===== src/rtl/transmitter.sv =====
// Serial transmitter: start bit, 7 data bits LSB first, even parity, STOP_BITS stop bits; idle high.
// Optional TX_PARITY_INJECT_EN adds a parity_inject input that inverts the sent parity bit.
module transmitter #(
    parameter int unsigned CLKS_PER_BIT = 1,
    parameter int unsigned STOP_BITS    = 1
) (
    input  logic       clk,
    input  logic       rstn,
    input  logic       valid,
    input  logic [6:0] data_in,
`ifdef TX_PARITY_INJECT_EN
    input  logic       parity_inject,
`endif
    output logic       ready,
    output logic       serial_out,
    output logic       tx_done
);

    localparam int unsigned STOP_LEN = STOP_BITS * CLKS_PER_BIT;
    localparam int unsigned CNT_MAX  = (STOP_LEN > CLKS_PER_BIT) ? STOP_LEN : CLKS_PER_BIT;
    localparam int unsigned CNT_W    = (CNT_MAX > 1) ? $clog2(CNT_MAX) : 1;

    localparam logic [CNT_W-1:0] BIT_LAST  = CNT_W'(CLKS_PER_BIT - 1);
    localparam logic [CNT_W-1:0] STOP_LAST = CNT_W'(STOP_LEN - 1);
    localparam logic [CNT_W-1:0] STOP_PRE  = CNT_W'((STOP_LEN >= 2) ? STOP_LEN - 2 : 0);
    localparam bit               STOP_ONE  = (STOP_LEN == 1);

    typedef enum logic [2:0] {
        IDLE,
        START,
        DATA,
        PARITY,
        STOP
    } state_t;

    state_t           state;
    logic [CNT_W-1:0] cyc_cnt;
    logic [2:0]       bit_cnt;
    logic [6:0]       shift;
    logic             parity;

    // serial_out is loaded with the level of the state being entered, so the line is fully registered
    always_ff @(posedge clk or negedge rstn) begin
        if (!rstn) begin
            state      <= IDLE;
            cyc_cnt    <= '0;
            bit_cnt    <= '0;
            shift      <= '0;
            parity     <= 1'b0;
            ready      <= 1'b1;
            serial_out <= 1'b1;
            tx_done    <= 1'b0;
        end else begin
            tx_done <= 1'b0;
            unique case (state)
                IDLE: begin
                    if (valid) begin
                        shift      <= data_in;
`ifdef TX_PARITY_INJECT_EN
                        parity     <= (^data_in) ^ parity_inject;
`else
                        parity     <= ^data_in;
`endif
                        state      <= START;
                        ready      <= 1'b0;
                        serial_out <= 1'b0;
                        cyc_cnt    <= '0;
                        bit_cnt    <= '0;
                    end
                end
                START: begin
                    if (cyc_cnt == BIT_LAST) begin
                        cyc_cnt    <= '0;
                        state      <= DATA;
                        serial_out <= shift[0];
                    end else begin
                        cyc_cnt <= cyc_cnt + 1'b1;
                    end
                end
                DATA: begin
                    if (cyc_cnt == BIT_LAST) begin
                        cyc_cnt <= '0;
                        if (bit_cnt == 3'd6) begin
                            bit_cnt    <= '0;
                            state      <= PARITY;
                            serial_out <= parity;
                        end else begin
                            bit_cnt    <= bit_cnt + 1'b1;
                            shift      <= shift >> 1;
                            serial_out <= shift[1];
                        end
                    end else begin
                        cyc_cnt <= cyc_cnt + 1'b1;
                    end
                end
                PARITY: begin
                    if (cyc_cnt == BIT_LAST) begin
                        cyc_cnt    <= '0;
                        state      <= STOP;
                        serial_out <= 1'b1;
                        tx_done    <= STOP_ONE;
                    end else begin
                        cyc_cnt <= cyc_cnt + 1'b1;
                    end
                end
                STOP: begin
                    // tx_done is registered, so it is raised one cycle ahead of the final stop cycle
                    if (!STOP_ONE && cyc_cnt == STOP_PRE) begin
                        tx_done <= 1'b1;
                    end
                    if (cyc_cnt == STOP_LAST) begin
                        cyc_cnt <= '0;
                        state   <= IDLE;
                        ready   <= 1'b1;
                    end else begin
                        cyc_cnt <= cyc_cnt + 1'b1;
                    end
                end
                default: begin
                    state      <= IDLE;
                    ready      <= 1'b1;
                    serial_out <= 1'b1;
                end
            endcase
        end
    end

endmodule


===== config.mk =====
export PLATFORM = sky130hd
export DESIGN_NAME = transmitter
export DESIGN_NICKNAME = d
export VERILOG_FILES = /design/src/rtl/transmitter.sv
export SDC_FILE = /design/constraint.sdc
export NUM_CORES = 1
export LEC_CHECK = 0
export BUFFER_PORTS_ARGS = -buffer_cell sky130_fd_sc_hd__buf_2
export CORE_UTILIZATION = 60
export CTS_BUF_LIST = sky130_fd_sc_hd__clkbuf_4 sky130_fd_sc_hd__clkbuf_8
export DETAILED_ROUTE_END_ITERATION = 6
export PLACE_DENSITY = 0.88
export SYNTH_ARGS = -nofsm -noshare
export SYNTH_HDL_FRONTEND = slang
export SYNTH_SLANG_ARGS = --single-unit

===== constraint.sdc =====
create_clock -name clk -period 3.28 [get_ports clk]
set_clock_uncertainty 0.05 [all_clocks]
set_input_delay 0.656 -clock clk [delete_from_list [all_inputs] [get_ports clk]]
set_output_delay 0.656 -clock clk [all_outputs]
set_load 0.01 [all_outputs]

==> metrics.txt <==
# TYPE chip_impl_metric gauge
chip_impl_metric{name="numCtsBuffers",unit=""} 3
chip_impl_metric{name="final_layout_size_suffix_gt1_share",unit="%"} 23.7
chip_impl_metric{name="max_clock_freq",unit="MHz"} 560
chip_impl_metric{name="cts_resized",unit=""} 0
chip_impl_metric{name="via_count_of_the_first_global_routing_pass",unit=""} 618
chip_impl_info{name="route.top_layer_used",value="met4"} 1
chip_impl_metric{name="die_area",unit="sq um"} 1590
chip_impl_metric{name="pwr_per_cell_area",unit="nW/um^2"} 967
chip_impl_metric{name="final_worst_path_cycle_share",unit="%"} 54.5
chip_impl_metric{name="grt_start_max_net_pins",unit=""} 18
chip_impl_metric{name="postSynthCellCount",unit=""} 82
chip_impl_metric{name="syn-num-nets",unit=""} 92
chip_impl_metric{name="initial_utilization",unit="%"} 65.2
chip_impl_metric{name="power.clock.fraction",unit="%"} 13.4
chip_impl_info{name="cpMaxStageDelayCell",value="sky130_fd_sc_hd__or3b_1"} 1
chip_impl_metric{name="nNetsFinal",unit=""} 104
chip_impl_info{name="rsz0062_at_grt",value="false"} 1
chip_impl_metric{name="layout.filler_cells",unit=""} 92
chip_impl_metric{name="finalSetupTns",unit="ns"} 0
chip_impl_metric{name="post-cts-setup-buffer-count",unit=""} 0
chip_impl_metric{name="global_route_wire_length_before_repair",unit="mm"} 2.67
chip_impl_metric{name="met3RoutedLength",unit="um"} 52
chip_impl_metric{name="cts_hold_buffers",unit=""} 0
chip_impl_metric{name="area.growth.synth_to_final",unit="%"} 8.01
chip_impl_metric{name="met1_length",unit="um"} 712
chip_impl_metric{name="top_level_ports",unit=""} 13
chip_impl_metric{name="irDropWorstVdd",unit="mV"} 0.531
chip_impl_metric{name="antenna_found_initial",unit=""} 0
chip_impl_metric{name="h_tree_lvls",unit=""} 1
chip_impl_info{name="worst_setup_path_end_kind",value="register"} 1
chip_impl_metric{name="drt_pass1_iterations",unit=""} 4
chip_impl_metric{name="post_synth_edffs",unit=""} 0
chip_impl_metric{name="detailroute.wirelength.met2",unit="um"} 837
chip_impl_metric{name="num_vias",unit=""} 653
chip_impl_metric{name="timing_worst_slew_pin_value",unit="ns"} 0.484
chip_impl_info{name="outcome",value="finished, final reports clean"} 1
chip_impl_metric{name="later_pin_clock_latency_in_the_skew_report",unit="ns"} 0.29
chip_impl_metric{name="swShare",unit="%"} 39.0
chip_impl_metric{name="globalRouteOverflowTotal",unit=""} 0
chip_impl_info{name="critPathKind",value="reg -> reg"} 1
chip_impl_metric{name="vias_per_cell",unit=""} 6.05
chip_impl_info{name="holdCritPathClass",value="in -> async"} 1
chip_impl_metric{name="highest_net_fanout_along_the_worst_path",unit=""} 11
chip_impl_metric{name="timing_hold_violations_final",unit=""} 0
chip_impl_info{name="synth-main-ff-cell",value="sky130_fd_sc_hd__dfrtp_1"} 1
chip_impl_metric{name="core",unit="sq um"} 1320
chip_impl_metric{name="wl",unit="mm"} 1.63
chip_impl_metric{name="mappedNetlistArea",unit="sq um"} 860
chip_impl_metric{name="cellInternalPower",unit="W"} 0.000548
chip_impl_metric{name="cts_num_sinks",unit=""} 17
chip_impl_metric{name="avgSynthCellArea",unit="sq um"} 10.5
chip_impl_info{name="yosys-top-cells-area",value="sky130_fd_sc_hd__dfrtp_1 (44%), sky130_fd_sc_hd__dfstp_2 (6.1%), sky130_fd_sc_hd__xnor2_1 (6.1%), sky130_fd_sc_hd__o22ai_1 (5.1%), sky130_fd_sc_hd__a21oi_1 (4.1%)"} 1
chip_impl_metric{name="die-width",unit="um"} 39.9
chip_impl_metric{name="std_cell_rows",unit=""} 13
chip_impl_info{name="cp_cell_sequence",value="or3b_1, mux2i_4, nor2_1, a21oi_1"} 1
chip_impl_info{name="clock_tree.root_cell",value="sky130_fd_sc_hd__clkbuf_4"} 1
chip_impl_metric{name="antenna_left",unit=""} 0
chip_impl_metric{name="clockBufferDepth",unit=""} 2
chip_impl_info{name="cell_taking_the_most_area_after_synthesis",value="sky130_fd_sc_hd__dfrtp_1"} 1
chip_impl_metric{name="leakagePower",unit="nW"} 0.415
chip_impl_metric{name="avgRoutedWirePerCell",unit="um"} 15.1
chip_impl_metric{name="dr.first_iter.drc_count",unit=""} 16
chip_impl_metric{name="yosysSeqAreaShare",unit="%"} 49.8
chip_impl_metric{name="power.combinational.fraction",unit="%"} 41.3
chip_impl_info{name="synth.cells.most_frequent",value="sky130_fd_sc_hd__dfrtp_1 (15), sky130_fd_sc_hd__nor2_1 (8), sky130_fd_sc_hd__a21oi_1 (7), sky130_fd_sc_hd__o22ai_1 (7), sky130_fd_sc_hd__xnor2_1 (6)"} 1
chip_impl_metric{name="total_of_flip_flops_plus_latches_after_synthesis",unit=""} 17
chip_impl_metric{name="post-route-min-period",unit="ns"} 1.79
chip_impl_metric{name="grtUsageTotal",unit="%"} 26.7
chip_impl_info{name="cts_tree",value="yes"} 1
chip_impl_metric{name="critical_path.max_stage_delay",unit="ns"} 0.60
chip_impl_metric{name="clkTransAtPathRegs",unit="ns"} 0.09
chip_impl_metric{name="yosys.area.top_type_share",unit="%"} 43.7
chip_impl_metric{name="drv_cap",unit=""} 0
chip_impl_metric{name="final_setup_violation_count",unit=""} 0
chip_impl_info{name="yosys.cell_count.top_type",value="sky130_fd_sc_hd__dfrtp_1"} 1
chip_impl_metric{name="final_routed_drc_violation_total",unit=""} 0
chip_impl_metric{name="timing.critical_path.arrival",unit="ns"} 1.96
chip_impl_info{name="worstSetupStartpointType",value="register"} 1
chip_impl_metric{name="netlist-cell-type-count",unit=""} 29
chip_impl_metric{name="place.port_buffers",unit=""} 12
chip_impl_metric{name="postPlaceCellArea",unit="sq um"} 898
chip_impl_metric{name="ys_warn_count",unit=""} 0
chip_impl_metric{name="fin_max_slew_vios",unit=""} 0
chip_impl_metric{name="reg2reg_slack",unit="ns"} 1.49
chip_impl_metric{name="die_h",unit="um"} 39.9
chip_impl_metric{name="num_antenna_cells",unit=""} 0
chip_impl_metric{name="finalInstanceArea",unit="sq um"} 928
chip_impl_metric{name="power.switching",unit="W"} 0.000350
chip_impl_metric{name="worst-endpoint-required",unit="ns"} 3.45
chip_impl_metric{name="synth_async_reset_ratio",unit="%"} 100
chip_impl_metric{name="slew_headroom",unit="%"} 67.7
chip_impl_metric{name="seq_power_share",unit="%"} 45.3
chip_impl_metric{name="dp_hpwl",unit="mm"} 1.15
chip_impl_metric{name="gp_routability_congestion",unit=""} 0.782
metal layers:
layer,track usage (%),vias up
li1,-,319
met1,32.4,309
met2,46.7,21
met3,5.11,4
met4,8.62,0
met5,0,-
worst max-delay path: cells and delay by family, from the launching register on:
kind	cells	cell delay, ns
AND/OR/NAND/NOR	2	0.67
flip-flops	1	0.53
multiplexers	1	0.33
AO/OA/AOI/OAI	1	0.14
power groups by stage:
stage	registers (W)	clock network, W	logic (W)
final	0.000407	0.000120	0.000371
after global routing	0.000421	0.000132	0.000418
after CTS	0.000404	0.000124	0.000373
after detailed placement	0.000407	0	0.000370
after global placement	0.000399	0	0.000353
after floorplan	0.000368	0	0.000349
final timing paths:
| path | end | start | depth (start not counted) |
|---|---|---|---|
| setup reg to reg | shift[5] | state[1] | 4 |
| hold reg to reg | ready | ready | 1 |
| min in group clk | ready | ready | 1 |
| hold / removal | bit_cnt[1] | rstn | 1 |
| max in group asynchronous | serial_out | rstn | 1 |
| setup / recovery | shift[5] | state[1] | 4 |
metrics by stage:
step	total power, W	cells	utilization (%)	setup slack (ns)	hold slack (ns)
6_report	0.000898	108	70.5	1.49	0.214
3_5_place_dp	0.000777	104	68.2	1.30	0.450
2_1_floorplan	0.000716	82	-	1.61	0.310
4_1_cts	0.000901	108	70.5	1.49	0.217
3_3_place_gp	0.000752	104	68.2	1.38	0.416
5_1_grt	0.000971	108	70.5	1.34	0.234
state kept, by name (all words and copies together), names as in the netlist:
| signal | flops |
|---|---|
| bit_cnt | 3 |
| state | 3 |
| serial_out | 1 |
| parity | 1 |
| shift | 7 |
| tx_done | 1 |
| ready | 1 |
layout by cell type (no fill, tap or decap), drive strengths merged:
cell,count
nor3,3
xnor2,6
xor2,1
mux2i,2
dfstp,2
and3b,3
inv,2
dfrtp,15
or3b,1
and2,1
a211oi,2
nor2,8
or4b,1
nand2b,1
o21ai,6
o22ai,7
o21a,1
o31ai,1
a21o,1
buf,12
mux2,1
clkbuf,4
nand3,1
nand2,3
nor3b,1
a21oi,7
kinds of logic (layout without fill, tap and decap cells):
| logic type | Yosys count | in the layout | synth area share, % |
|---|---|---|---|
| xor+xnor | 7 | 7 | 7.13 |
| buf+inv | 7 | 18 | 5.53 |
| flops | 17 | 17 | 49.8 |
| compound gates | 25 | 25 | 17.0 |
| simple gates | 23 | 23 | 15.4 |
| mux | 3 | 3 | 5.09 |
cell type report:
class / instances / area [sq um] / area share [%]
Clock buffer: 4 / 30.0 / 3.23
Multi-Input combinational cell: 58 / 384 / 41.4
Tap cell: 15 / 18.8 / 2.02
Sequential cell: 17 / 428 / 46.1
Timing Repair Buffer: 12 / 60.1 / 6.47
Inverter: 2 / 7.51 / 0.809
Note: power is estimated with default switching activity, not from simulation.
